File: config.mk
export PLATFORM = sky130hd
export DESIGN_NAME = timer_dev
export DESIGN_NICKNAME = d
export VERILOG_FILES = /design/src/rtl/timer_defs.sv /design/src/rtl/timer_prescaler.sv /design/src/rtl/timer_dev.sv
export SDC_FILE = /design/constraint.sdc
export NUM_CORES = 1
export LEC_CHECK = 0
export CAP_MARGIN = 5
export CORE_MARGIN = 3
export CORE_UTILIZATION = 35
export CTS_CLUSTER_DIAMETER = 200
export CTS_CLUSTER_SIZE = 8
export DETAILED_ROUTE_END_ITERATION = 7
export GPL_ROUTABILITY_DRIVEN = 0
export SLEW_MARGIN = 5
export SYNTH_ARGS = -nofsm -noshare
export SYNTH_HDL_FRONTEND = slang
export SYNTH_SLANG_ARGS = --single-unit
File: constraint.sdc
create_clock -name Clk -period 6.9 [get_ports Clk]
set_clock_uncertainty 0.05 [all_clocks]
set_input_delay 2.07 -clock Clk [delete_from_list [all_inputs] [get_ports Clk]]
set_output_delay 2.07 -clock Clk [all_outputs]
set_load 0.02 [all_outputs]
File: src/rtl/timer_defs.sv
// Shared register map, CTRL bit positions and FSM encodings for timer_dev.
// CTRL[7:4] (PS) is only writable when TIMER_DEV_PRESCALE_EN is defined.
package timer_defs;

  localparam logic [1:0] OFF_CTRL   = 2'd0;
  localparam logic [1:0] OFF_PRESET = 2'd1;
  localparam logic [1:0] OFF_COUNT  = 2'd2;

  localparam int CTRL_EN    = 0;
  localparam int CTRL_MODE  = 1;
  localparam int CTRL_IM    = 3;
  localparam int CTRL_PS_LO = 4;

`ifdef TIMER_DEV_PRESCALE_EN
  localparam logic [7:0] CTRL_MASK = 8'hFB;
`else
  localparam logic [7:0] CTRL_MASK = 8'h0B;
`endif

  typedef enum logic [1:0] {
    ST_IDLE = 2'd0,
    ST_LOAD = 2'd1,
    ST_CNT  = 2'd2,
    ST_INT  = 2'd3
  } state_e;

  // Decoded bus events for one cycle.
  typedef struct packed {
    logic wr_ctrl;
    logic wr_preset;
    logic en_rise;
    logic en_off;
  } bus_evt_t;

  function automatic logic [31:0] be_merge(input logic [31:0] old,
                                           input logic [31:0] din,
                                           input logic [3:0]  be);
    logic [31:0] r;
    r = old;
    for (int i = 0; i < 4; i++)
      if (be[i]) r[8*i +: 8] = din[8*i +: 8];
    return r;
  endfunction

endpackage

File: src/rtl/timer_prescaler.sv
// Divides enabled cycles by 2^ps; tick marks the enabled cycle that ends a period.
module timer_prescaler (
  input  logic       Clk,
  input  logic       Reset,
  input  logic       clr,
  input  logic       en,
  input  logic [3:0] ps,
  output logic       tick
);

  logic [14:0] cnt_q;
  logic [14:0] mask;

  assign mask = 15'((16'd1 << ps) - 16'd1);
  // Masked compare keeps a mid-period PS change from stalling the divider.
  assign tick = en && ((cnt_q & mask) == mask);

  always_ff @(posedge Clk) begin
    if (Reset || clr)
      cnt_q <= '0;
    else if (en)
      cnt_q <= tick ? '0 : cnt_q + 15'd1;
  end

endmodule

File: src/rtl/timer_dev.sv
// Memory-mapped countdown timer: CTRL / PRESET / COUNT words, IRQ on expiry.
// Optional prescaler on CTRL[7:4] enabled by macro TIMER_DEV_PRESCALE_EN.
module timer_dev
  import timer_defs::*;
#(
  parameter int ADDR_W = 4
) (
  input  logic              Clk,
  input  logic              Reset,
  input  logic [ADDR_W-1:0] Addr,
  input  logic              WE,
  input  logic [3:0]        BE,
  input  logic [31:0]       Din,
  output logic [31:0]       Dout,
  output logic              IRQ
);

  localparam int WW = ADDR_W - 2;

  state_e      state_q, state_d;
  logic [7:0]  ctrl_q;
  logic [31:0] preset_q;
  logic [31:0] count_q;
  logic        irq_q;

  logic [WW-1:0] word;
  logic          is_ctrl, is_preset, is_count;
  bus_evt_t      ev;

  logic       do_load, do_dec, do_expire;
  logic       pre_en, pre_clr, tick;
  logic [3:0] ps;
  logic       unused_addr;

  assign word        = Addr[ADDR_W-1:2];
  assign unused_addr = ^Addr[1:0];
  assign is_ctrl     = (word == WW'(OFF_CTRL));
  assign is_preset   = (word == WW'(OFF_PRESET));
  assign is_count    = (word == WW'(OFF_COUNT));

  always_comb begin
    ev           = '0;
    ev.wr_ctrl   = WE && is_ctrl && (|BE);
    ev.wr_preset = WE && is_preset && (|BE);
    ev.en_rise   = ev.wr_ctrl && BE[0] && Din[CTRL_EN] && !ctrl_q[CTRL_EN];
    ev.en_off    = ev.wr_ctrl && BE[0] && !Din[CTRL_EN];
  end

`ifdef TIMER_DEV_PRESCALE_EN
  assign ps = ctrl_q[CTRL_PS_LO +: 4];
`else
  assign ps = 4'd0;
`endif

  assign pre_en  = (state_q == ST_CNT) && ctrl_q[CTRL_EN];
  assign pre_clr = (state_q == ST_LOAD);

  timer_prescaler u_prescaler (
    .Clk   (Clk),
    .Reset (Reset),
    .clr   (pre_clr),
    .en    (pre_en),
    .ps    (ps),
    .tick  (tick)
  );

  always_ff @(posedge Clk) begin
    if (Reset) state_q <= ST_IDLE;
    else       state_q <= state_d;
  end

  always_comb begin
    state_d = state_q;
    unique case (state_q)
      ST_IDLE: if (ev.en_rise) state_d = ST_LOAD;
      ST_LOAD: state_d = (preset_q == 32'd0) ? ST_INT : ST_CNT;
      ST_CNT:  if (tick && count_q <= 32'd1) state_d = ST_INT;
      ST_INT:  state_d = ctrl_q[CTRL_MODE] ? ST_LOAD : ST_IDLE;
    endcase
    // Bus writes win over whatever the countdown would have done.
    if (ev.wr_preset)   state_d = ST_LOAD;
    else if (ev.en_off) state_d = ST_IDLE;
  end

  always_comb begin
    do_load   = 1'b0;
    do_dec    = 1'b0;
    do_expire = 1'b0;
    unique case (state_q)
      ST_LOAD: do_load   = 1'b1;
      ST_CNT:  do_dec    = tick && (count_q != 32'd0);
      ST_INT:  do_expire = 1'b1;
      default: ;
    endcase
  end

  always_ff @(posedge Clk) begin
    if (Reset) begin
      ctrl_q   <= '0;
      preset_q <= '0;
      count_q  <= '0;
      irq_q    <= 1'b0;
    end else begin
      if (ev.wr_preset) preset_q <= be_merge(preset_q, Din, BE);

      if (do_load)     count_q <= preset_q;
      else if (do_dec) count_q <= count_q - 32'd1;

      if (ev.wr_ctrl) begin
        if (BE[0]) ctrl_q <= Din[7:0] & CTRL_MASK;
        irq_q <= 1'b0;
      end else if (do_expire && !ev.wr_preset) begin
        irq_q <= irq_q | ctrl_q[CTRL_IM];
        if (!ctrl_q[CTRL_MODE]) ctrl_q[CTRL_EN] <= 1'b0;
      end
    end
  end

  assign IRQ = irq_q;

  always_comb begin
    Dout = '0;
    if (is_ctrl)        Dout = {24'd0, ctrl_q};
    else if (is_preset) Dout = preset_q;
    else if (is_count)  Dout = count_q;
  end

endmodule
==> flow_summary.ini <==
[worst_setup_path]
cp_top_family = buffers and inverters
arrival_ns = 4.18
cp-start-kind = input port
path_class = input port to output port
cp_slowest_cell = clkdlybuf4s50_1
crit_path_max_incr_delay_ns = 0.70
cp.buffers_inverters = 3
crit_chain = clkdlybuf4s50_1 > nor2b_2 > buf_4 > a22o_1 > clkdlybuf4s50_1
worstPathMaxFanout = 29
worst_setup_path_end_kind = output port
cp_common_cell = clkdlybuf4s50_1
cp.required_ns = 4.78

[clock_tree]
cts-resized-gates = 0
clk_latency_ns = 0.35
clockBufferDepth = 2
clk_pin_slew_ns = 0.09
htree_levels = 3
cts_buffers = 9
ctsHoldBuffers = 0
root_buffer = clkbuf_8
cts_tree = built
cts_num_sinks = 70
cts_setup_buffers = 0

[timing]
rsz0062_at_grt = no
max_freq_ghz = 0.159
timing.hold.ws_ns = 0.449
tns_ns = 0
tightest_slew_ns = 0.882
setup_viol = 0
setup_ws_ns = 0.598
period_needed_ns = 6.30
period_share_pct = 91.3
report.final.slew_viol_count = 0
slew_headroom_pct = 41.2
hold_violations = 0

[yosys]
yosysSeqAreaShare_pct = 35.8
netlist_instances = 480
async_flop_share_pct = 0
synth_nets = 530
synth_area_per_cell_um2 = 8.16
synth.largest_area_cell = dfxtp_1
syn_area_um2 = 3920
yosys_warnings = 0
synth_top_cell_area_share_pct = 35.8
synth_cell_types = 54
ys.flop_type = dfxtp_1
yosys-top-cells-area = dfxtp_1 (36%), nand2_1 (7.4%), a22o_1 (6.5%)
synth_edf_count = 0
ys_ff_latch = 70

[cells_and_area]
final_nets = 581
antennaDiodeCount = 0
drive_gt1_share_pct = 7.46
ff_latch_area_um2 = 1400
fillers = 1044
multiInputGateArea_um2 = 2310
syn2layout_area_growth_pct = 25.2
final_area_um2 = 4910
final_common_cell = nand2_1
final_cells = 672
final_cell_mix = nand2_1 (77), clkdlybuf4s50_1 (72), dfxtp_1 (70)

[floorplan]
start_util_pct = 37.0
die_w_um = 112
rows = 37
design.core.area_um2 = 10600
io_pins = 76
die_h_um = 112
die-area_um2 = 12500

[power_and_ir_drop]
seqPwrFrac_pct = 36.8
switching_share_pct = 41.3
clkPwrFrac_pct = 24.8
powerDensity_nw_per_um2 = 297
p_int_w = 0.000855
peakVddDrop_mv = 0.117
p_comb_share_pct = 38.4
power.switching_w = 0.000601
p_leak_nw = 1.70

[drt]
drc = 0
viasPerCell = 5.76
first_pass_iters = 5
wl_per_cell_um = 17.6
ant_nets = 0
drt-initial-drc-count = 264
via_count = 3871
drt-total-wl_um = 11800

[grt]
first_global_vias = 3557
overflow = 0
antenna_found_initial = 0
grt_max_degree = 68
grt_pass1_wl_um = 19200
gr-usage-all-layers_pct = 18.8

[worst_hold_path]
hold_class = register to register

[placement]
hpwl_um = 8430
portBuffers = 73
dpl-instance-area_um2 = 4690
pre_cts_slack_ns = 0.595
dp.cells = 656

[job]
max-cap-violations = 0

[status]
status = complete, no violations
worst register-to-register path: stages (launching register included):
cell and delay (ns):
dfxtp_1 0.39, or4_1 0.66, or4_4 0.68, o2111ai_1 0.78
o31ai_1 0.15, a311oi_1 0.30
path summary, 6_finish.rpt:
check                                 from                  endpoint  slack [ns]  cells after the start
setup / recovery                   Addr[3]                  Dout[15]        0.60                      5
hold / removal    count_q[10]$_SDFFE_PP0P_  count_q[10]$_SDFFE_PP0P_        0.45                      2
setup reg to reg  count_q[23]$_SDFFE_PP0P_  count_q[22]$_SDFFE_PP0P_        3.81                      5
hold reg to reg   count_q[10]$_SDFFE_PP0P_  count_q[10]$_SDFFE_PP0P_        0.45                      2
state kept, by name (all words and copies together), names as in the netlist:
register,count
IRQ,1
count_q,32
preset_q,32
state_q,2
ctrl_q,3
synthesized netlist by cell type, types with 2 or more instances:
library cell / instances
o211a_1: 2
nor4_1: 11
a311oi_1: 19
a211oi_1: 8
nand4bb_1: 2
a31oi_1: 2
or4_1: 14
a311oi_2: 2
nor3_1: 9
ha_1: 7
and4_1: 3
nand2_1: 77
inv_1: 14
nand3_1: 6
nand4_1: 2
o2111a_1: 2
buf_1: 7
o41ai_1: 3
xor2_1: 3
o31ai_1: 14
o211ai_1: 2
o21ai_0: 12
or4_4: 2
o2111ai_1: 4
clkbuf_1: 24
nor2b_1: 3
nor2_1: 35
dfxtp_1: 70
mux2i_1: 8
or2_2: 6
buf_2: 4
or3_1: 13
and3_1: 5
a21oi_1: 35
a2111oi_0: 2
a22o_1: 29
xnor2_1: 2
layout make-up:
| type | count | area share, % |
|---|---|---|
| Multi-Input combinational cell | 359 | 47.2 |
| Timing Repair Buffer | 77 | 15.4 |
| Sequential cell | 70 | 28.6 |
| Clock inverter | 6 | 1.53 |
| Inverter | 14 | 1.07 |
| Tap cell | 136 | 3.47 |
| Clock buffer | 10 | 2.81 |
routing by layer:
metal	share of wire (%)	global-route usage (%)	vias to the layer above	wire length, µm
met5	0	0	-	0
met2	44	27.9	151	5180
met4	1.1	5.92	0	133
li1	-	-	1915	-
met3	7.4	2.45	13	877
met1	48	28.2	1792	5650
through the flow:
stage	power, W	utilization (%)
after floorplan	0.000962	-
after global placement	0.00108	44.3
after detailed placement	0.00110	44.3
after CTS	0.00146	46.3
after global routing	0.00154	46.3
final	0.00146	46.3
power by group through the flow:
| stage | combinational (W) | sequential [W] | clock [W] |
|---|---|---|---|
| finish | 0.000559 | 0.000535 | 0.000362 |
| CTS | 0.000557 | 0.000533 | 0.000366 |
| detailed placement | 0.000555 | 0.000543 | 0 |
| floorplan | 0.000445 | 0.000518 | 0 |
| global route | 0.000617 | 0.000547 | 0.000380 |
| global placement | 0.000544 | 0.000539 | 0 |
cells by family (layout without fill, tap and decap cells):
family | Yosys count | after routing | share of synthesized area [%]
simple gates | 195 | 195 | 25.6
compound gates | 144 | 144 | 27.9
flops | 70 | 70 | 35.8
buf+inv | 51 | 107 | 5.30
mux | 8 | 8 | 2.04
fa+ha+maj | 7 | 7 | 2.24
xor+xnor | 5 | 5 | 1.12
(Power assumes the default switching activity.)
